--- config.mk ---
export PLATFORM = sky130hd
export DESIGN_NAME = top
export DESIGN_NICKNAME = d
export VERILOG_FILES = /design/src/rtl/top.sv
export SDC_FILE = /design/constraint.sdc
export NUM_CORES = 1
export LEC_CHECK = 0
export ABC_AREA = 1
export BUFFER_PORTS_ARGS = -buffer_cell sky130_fd_sc_hd__buf_2
export CORE_AREA = 4 4 204 156
export DETAILED_ROUTE_END_ITERATION = 6
export DIE_AREA = 0 0 208 160
export SKIP_LAST_GASP = 1
export SYNTH_ARGS = -nofsm -noshare
export SYNTH_HDL_FRONTEND = slang
export SYNTH_SLANG_ARGS = --single-unit
--- constraint.sdc ---
create_clock -name clk -period 5.66 [get_ports clk]
set_input_delay 0.849 -clock clk [delete_from_list [all_inputs] [get_ports clk]]
set_output_delay 0.849 -clock clk [all_outputs]
set_load 0.02 [all_outputs]
--- src/rtl/top.sv ---
`default_nettype none
// ============================================================================
// Module   : top
// Purpose  : Single-cycle 8-bit accumulator processor with a fixed 16-word
//            program ROM and a 16x8 data RAM. The built-in program
//            classifies the sample in M[0] against the thresholds in M[1]
//            and M[2], writes the class (0/1/2) to M[15] and halts.
// Revision : 1.0  initial release
// ============================================================================
module top #(
    parameter logic [7:0] INPUT_VALUE = 8'd25,
    parameter logic [7:0] THR_LO      = 8'd10,
    parameter logic [7:0] THR_HI      = 8'd20
) (
    input  logic       clk,
    input  logic       reset,          // asynchronous, active-low
    output logic [7:0] mem_read_data
);

    localparam logic [3:0] C_OP_NOP = 4'h0;
    localparam logic [3:0] C_OP_LDA = 4'h1;
    localparam logic [3:0] C_OP_STA = 4'h2;
    localparam logic [3:0] C_OP_ADD = 4'h3;
    localparam logic [3:0] C_OP_SUB = 4'h4;
    localparam logic [3:0] C_OP_LDI = 4'h5;
    localparam logic [3:0] C_OP_JMP = 4'h6;
    localparam logic [3:0] C_OP_JC  = 4'h7;
    localparam logic [3:0] C_OP_JZ  = 4'h8;
    localparam logic [3:0] C_OP_HLT = 4'hF;

    // Architectural state
    logic [3:0] pc_q, pc_d;
    logic [7:0] a_q,  a_d;
    logic       c_q,  c_d;
    logic       z_q,  z_d;
    logic [7:0] mem_q [16];

    // Decode / datapath wires
    logic [7:0] w_instr;
    logic [3:0] w_opcode;
    logic [3:0] w_operand;
    logic [7:0] w_mem_rd;
    logic [8:0] w_sum;
    logic [8:0] w_diff;
    logic       w_we;

    // Program ROM: fetch the instruction addressed by the current PC
    always_comb begin
        w_instr = 8'h00;
        case (pc_q)
            4'h0: w_instr = 8'h10;  // LDA 0
            4'h1: w_instr = 8'h41;  // SUB 1
            4'h2: w_instr = 8'h78;  // JC  8
            4'h3: w_instr = 8'h10;  // LDA 0
            4'h4: w_instr = 8'h42;  // SUB 2
            4'h5: w_instr = 8'h7A;  // JC  A
            4'h6: w_instr = 8'h52;  // LDI 2
            4'h7: w_instr = 8'h6B;  // JMP B
            4'h8: w_instr = 8'h50;  // LDI 0
            4'h9: w_instr = 8'h6B;  // JMP B
            4'hA: w_instr = 8'h51;  // LDI 1
            4'hB: w_instr = 8'h2F;  // STA F
            4'hC: w_instr = 8'hFF;  // HLT F (keeps the read port on M[15])
            default: w_instr = 8'h00;
        endcase
    end

    assign w_opcode      = w_instr[7:4];
    assign w_operand     = w_instr[3:0];
    assign w_mem_rd      = mem_q[w_operand];
    assign mem_read_data = w_mem_rd;

    // The 9th bit of the subtraction is the borrow, i.e. A < M[a] unsigned
    assign w_sum  = {1'b0, a_q} + {1'b0, w_mem_rd};
    assign w_diff = {1'b0, a_q} - {1'b0, w_mem_rd};

    // Execute: next-state for PC, accumulator, flags and the RAM write strobe
    always_comb begin
        pc_d = pc_q + 4'd1;
        a_d  = a_q;
        c_d  = c_q;
        z_d  = z_q;
        w_we = 1'b0;
        case (w_opcode)
            C_OP_LDA: begin
                a_d = w_mem_rd;
                z_d = (w_mem_rd == 8'd0);
            end
            C_OP_STA: begin
                w_we = 1'b1;
            end
            C_OP_ADD: begin
                a_d = w_sum[7:0];
                c_d = w_sum[8];
                z_d = (w_sum[7:0] == 8'd0);
            end
            C_OP_SUB: begin
                a_d = w_diff[7:0];
                c_d = w_diff[8];
                z_d = (w_diff[7:0] == 8'd0);
            end
            C_OP_LDI: begin
                a_d = {4'b0000, w_operand};
                z_d = (w_operand == 4'd0);
            end
            C_OP_JMP: begin
                pc_d = w_operand;
            end
            C_OP_JC: begin
                if (c_q) pc_d = w_operand;
            end
            C_OP_JZ: begin
                if (z_q) pc_d = w_operand;
            end
            C_OP_HLT: begin
                pc_d = pc_q;
            end
            C_OP_NOP: begin
            end
            default: begin
            end
        endcase
    end

    // Register file update: PC, accumulator and flags
    always_ff @(posedge clk or negedge reset) begin
        if (!reset) begin
            pc_q <= 4'd0;
            a_q  <= 8'd0;
            c_q  <= 1'b0;
            z_q  <= 1'b0;
        end else begin
            pc_q <= pc_d;
            a_q  <= a_d;
            c_q  <= c_d;
            z_q  <= z_d;
        end
    end

    // Data RAM: reset reloads the sample and thresholds, clears the rest
    always_ff @(posedge clk or negedge reset) begin
        if (!reset) begin
            for (int i = 0; i < 16; i++) begin
                mem_q[i] <= 8'd0;
            end
            mem_q[0] <= INPUT_VALUE;
            mem_q[1] <= THR_LO;
            mem_q[2] <= THR_HI;
        end else if (w_we) begin
            mem_q[w_operand] <= a_q;
        end
    end

endmodule
`default_nettype wire

==> results.sh <==
export IMPL_htreeDepth=4
export IMPL_synth_async_reset_ratio=1.000
export IMPL_fin_crit_sh=0.7774
export IMPL_final_cell_mix="nand2_1, dfrtp_1, inv_1, o21ai_0"
export IMPL_cts_buffer_depth=2
export IMPL_grt_overflow_total=0
export IMPL_vias=5453
export IMPL_place_gp_congestion=0.9046
export IMPL_crit_path_start_kind="flip-flop"
export IMPL_wl_um=16530
export IMPL_track_usage=0.1038
export IMPL_seqPwrFrac=0.451
export IMPL_max_freq_mhz=227.3
export IMPL_layout_min_cycle_time_ps=4400
export IMPL_max_slew_worst_pin_slew_ps=896.8
export IMPL_viasPerCell=4.169
export IMPL_routed_top_layer="met4"
export IMPL_final_common_cell="nand2_1"
export IMPL_cp_arrival_ps=4700
export IMPL_postCtsSetupRepairBufs=0
export IMPL_syn_area_mm2=0.007358
export IMPL_slew_viol_final=0
export IMPL_ys_seq_area_frac=0.4739
export IMPL_ctsHoldBuffers=0
export IMPL_cts_root_buf="clkbuf_16"
export IMPL_slew_headroom=0.4007
export IMPL_synth_warnings=0
export IMPL_internal_power_w=0.001747
export IMPL_fin_setup_tns_ps=0
export IMPL_power_frac_comb=0.009
export IMPL_p_sw_frac=0.2078
export IMPL_wire_per_inst_um=12.64
export IMPL_first_pass_iters=5
export IMPL_timing_hold_ws_ps=362.6
export IMPL_path_class="flip-flop to flip-flop"
export IMPL_start_util=0.2464
export IMPL_io_buffer_count=9
export IMPL_die_area_mm2=0.03328
export IMPL_clock_skew_ps=9.784
export IMPL_hold_viol_final=0
export IMPL_cap_violations=0
export IMPL_ios=10
export IMPL_clock_latency_ps=430
export IMPL_rsz0062_at_grt="no"
export IMPL_die_h_um=160
export IMPL_status="completed"
export IMPL_startpoint="pc_q[0]"
export IMPL_wl_met3_um=1185
export IMPL_synth_cells=970
export IMPL_synth_edff_count=0
export IMPL_cts_inserted_buffers=17
export IMPL_syn_to_final_growth_pct=10.66
export IMPL_clock_sinks=139
export IMPL_dpl_hpwl_um=11120
export IMPL_leakagePower_nw=3.918
export IMPL_wl_met1_um=8574
export IMPL_worst_path_max_fanout=18
export IMPL_cts_resized_gates=0
export IMPL_wl_met2_um=6520
export IMPL_clk_pin_slew_ps=70
export IMPL_grt_antenna_before_repair=0
export IMPL_n_antenna_cell=0
export IMPL_drt_iter0_markers=583
export IMPL_yosysUniqueCellTypes=38
export IMPL_nFillCells=3223
export IMPL_drive_gt1_frac=0.08141
export IMPL_final_area_mm2=0.008143
export IMPL_grt_max_degree=100
export IMPL_syn_area_per_cell_um2=7.586
export IMPL_cts_tree="done"
export IMPL_peakVddDrop_v=0.0001904
export IMPL_postPlaceCellArea_mm2=0.007508
export IMPL_finalSetupViolations=0
export IMPL_synth_flop_cell="dfrtp_1"
export IMPL_core_area_mm2=0.02987
export IMPL_synth_seq_cells=139
export IMPL_drc=0
export IMPL_switchingPower_w=0.0004582
export IMPL_ant_nets=0
export IMPL_p_total_w=0.002205
export IMPL_grt_pass1_vias=5158
export IMPL_hold_class="flip-flop to flip-flop"
export IMPL_p_per_area_mw_per_mm2=270.8
export IMPL_cp_end_kind="flip-flop"
export IMPL_synthesis_nets=998
export IMPL_nets=924
export IMPL_r2r_start="pc_q[0]"
export IMPL_worstHoldStart="mem_q[113]"
export IMPL_clkPwrFrac=0.540
export IMPL_grt_pass1_wl_um=27850
export IMPL_die_w_um=208
export IMPL_required_ps=5960
export IMPL_rows=55
## final cells by class
type / count / area [um2] / share of cell area
Clock buffer: 19 / 442.9 / 0.05439
Clock inverter: 13 / 191.4 / 0.02351
Inverter: 127 / 476.7 / 0.05854
Multi-Input combinational cell: 596 / 2937 / 0.3606
Sequential cell: 139 / 3487 / 0.4282
Tap cell: 399 / 499.2 / 0.06131
Timing Repair Buffer: 15 / 108.9 / 0.01337
## synthesized netlist by cell type, types with 2 or more instances
| master | count | area, um2 |
|---|---|---|
| nand2_1 | 318 | 1194 |
| o21ai_0 | 63 | 315.3 |
| o21ai_1 | 2 | 10.01 |
| fa_1 | 2 | 40.04 |
| nand3_1 | 39 | 195.2 |
| o21bai_1 | 2 | 15.01 |
| dfrtp_1 | 132 | 3303 |
| buf_6 | 3 | 33.78 |
| nor3_1 | 4 | 20.02 |
| a21oi_1 | 27 | 135.1 |
| a31oi_1 | 3 | 18.77 |
| inv_2 | 3 | 11.26 |
| buf_4 | 3 | 22.52 |
| nand3b_1 | 30 | 225.2 |
| or2_2 | 5 | 31.28 |
| xor2_1 | 10 | 87.58 |
| inv_1 | 123 | 461.7 |
| nand2_2 | 3 | 18.77 |
| dfstp_2 | 7 | 183.9 |
| clkbuf_1 | 87 | 326.6 |
| buf_2 | 15 | 75.07 |
| ha_1 | 24 | 300.3 |
| nor2_2 | 8 | 50.05 |
| nor2_1 | 39 | 146.4 |
| o22ai_1 | 5 | 31.28 |
## power by group through the flow
stage	Sequential (W)	Clock, W	Combinational [W]
after floorplan	0.00101	0	0.00000000184
after detailed placement	0.00101	0	0.0000218
after global placement	0.00101	0	0.0000217
after global routing	0.000993	0.00127	0.0000242
after CTS	0.000994	0.00121	0.0000215
final	0.000994	0.00119	0.0000198
## flip-flops by register name, summed over array words and instances, names as in the netlist
| register | flops |
|---|---|
| pc_q | 4 |
| mem_q | 126 |
| a_q | 8 |
| c_q | 1 |
## cell families (layout without fill, tap and decap cells)
group	count (synthesis)	in the layout	synth area share
AND/OR/NAND/NOR	451	451	0.2617
XOR/XNOR	11	11	0.01309
AO/OA/AOI/OAI	108	108	0.07805
buffers and inverters	235	174	0.1270
flip-flops	139	139	0.4739
adder cells (fa/ha/maj)	26	26	0.04625
## path summary, 6_finish.rpt
kind,endpoint,slack (ps),cells after the start
min,mem_q[113],360,0
min in group asynchronous,mem_q[122],500,1
max in group asynchronous,pc_q[2],4020,2
max reg2reg,a_q[6],1260,21
max,a_q[6],1260,21
min reg2reg,mem_q[113],360,0
## metrics by stage
stage	instances	setup WS, ps	utilization
6_report	1308	1260	0.2726
5_1_grt	1308	936.7	0.2726
4_1_cts	1308	1355	0.2726
3_5_place_dp	1276	1447	0.2514
3_3_place_gp	1276	1635	0.2514
2_1_floorplan	970	2136	-
## per-layer routing
metal	GRT usage	vias up
li1	-	2792
met4	0.03223	0
met2	0.1377	151
met1	0.1554	2487
met5	0	-
met3	0.03751	23
## worst max-delay path, cell delays in order (launching register included)
cell and delay [ps]:
dfrtp_1 480, inv_1 160, ha_1 260, a21oi_1 200, nand2_1 110, nand2_1 670
nor2_1 320, nand2_1 130, nand2_1 60, o21ai_0 180, nand2_1 100, nor2_2 170
ha_1 340, inv_1 130, nand3_1 90, nand2_1 120, a21oi_1 90, or2_2 300
nand2_1 70, o22ai_1 60, a21oi_1 130, o21ai_0 80
(Power assumes the default switching activity.)
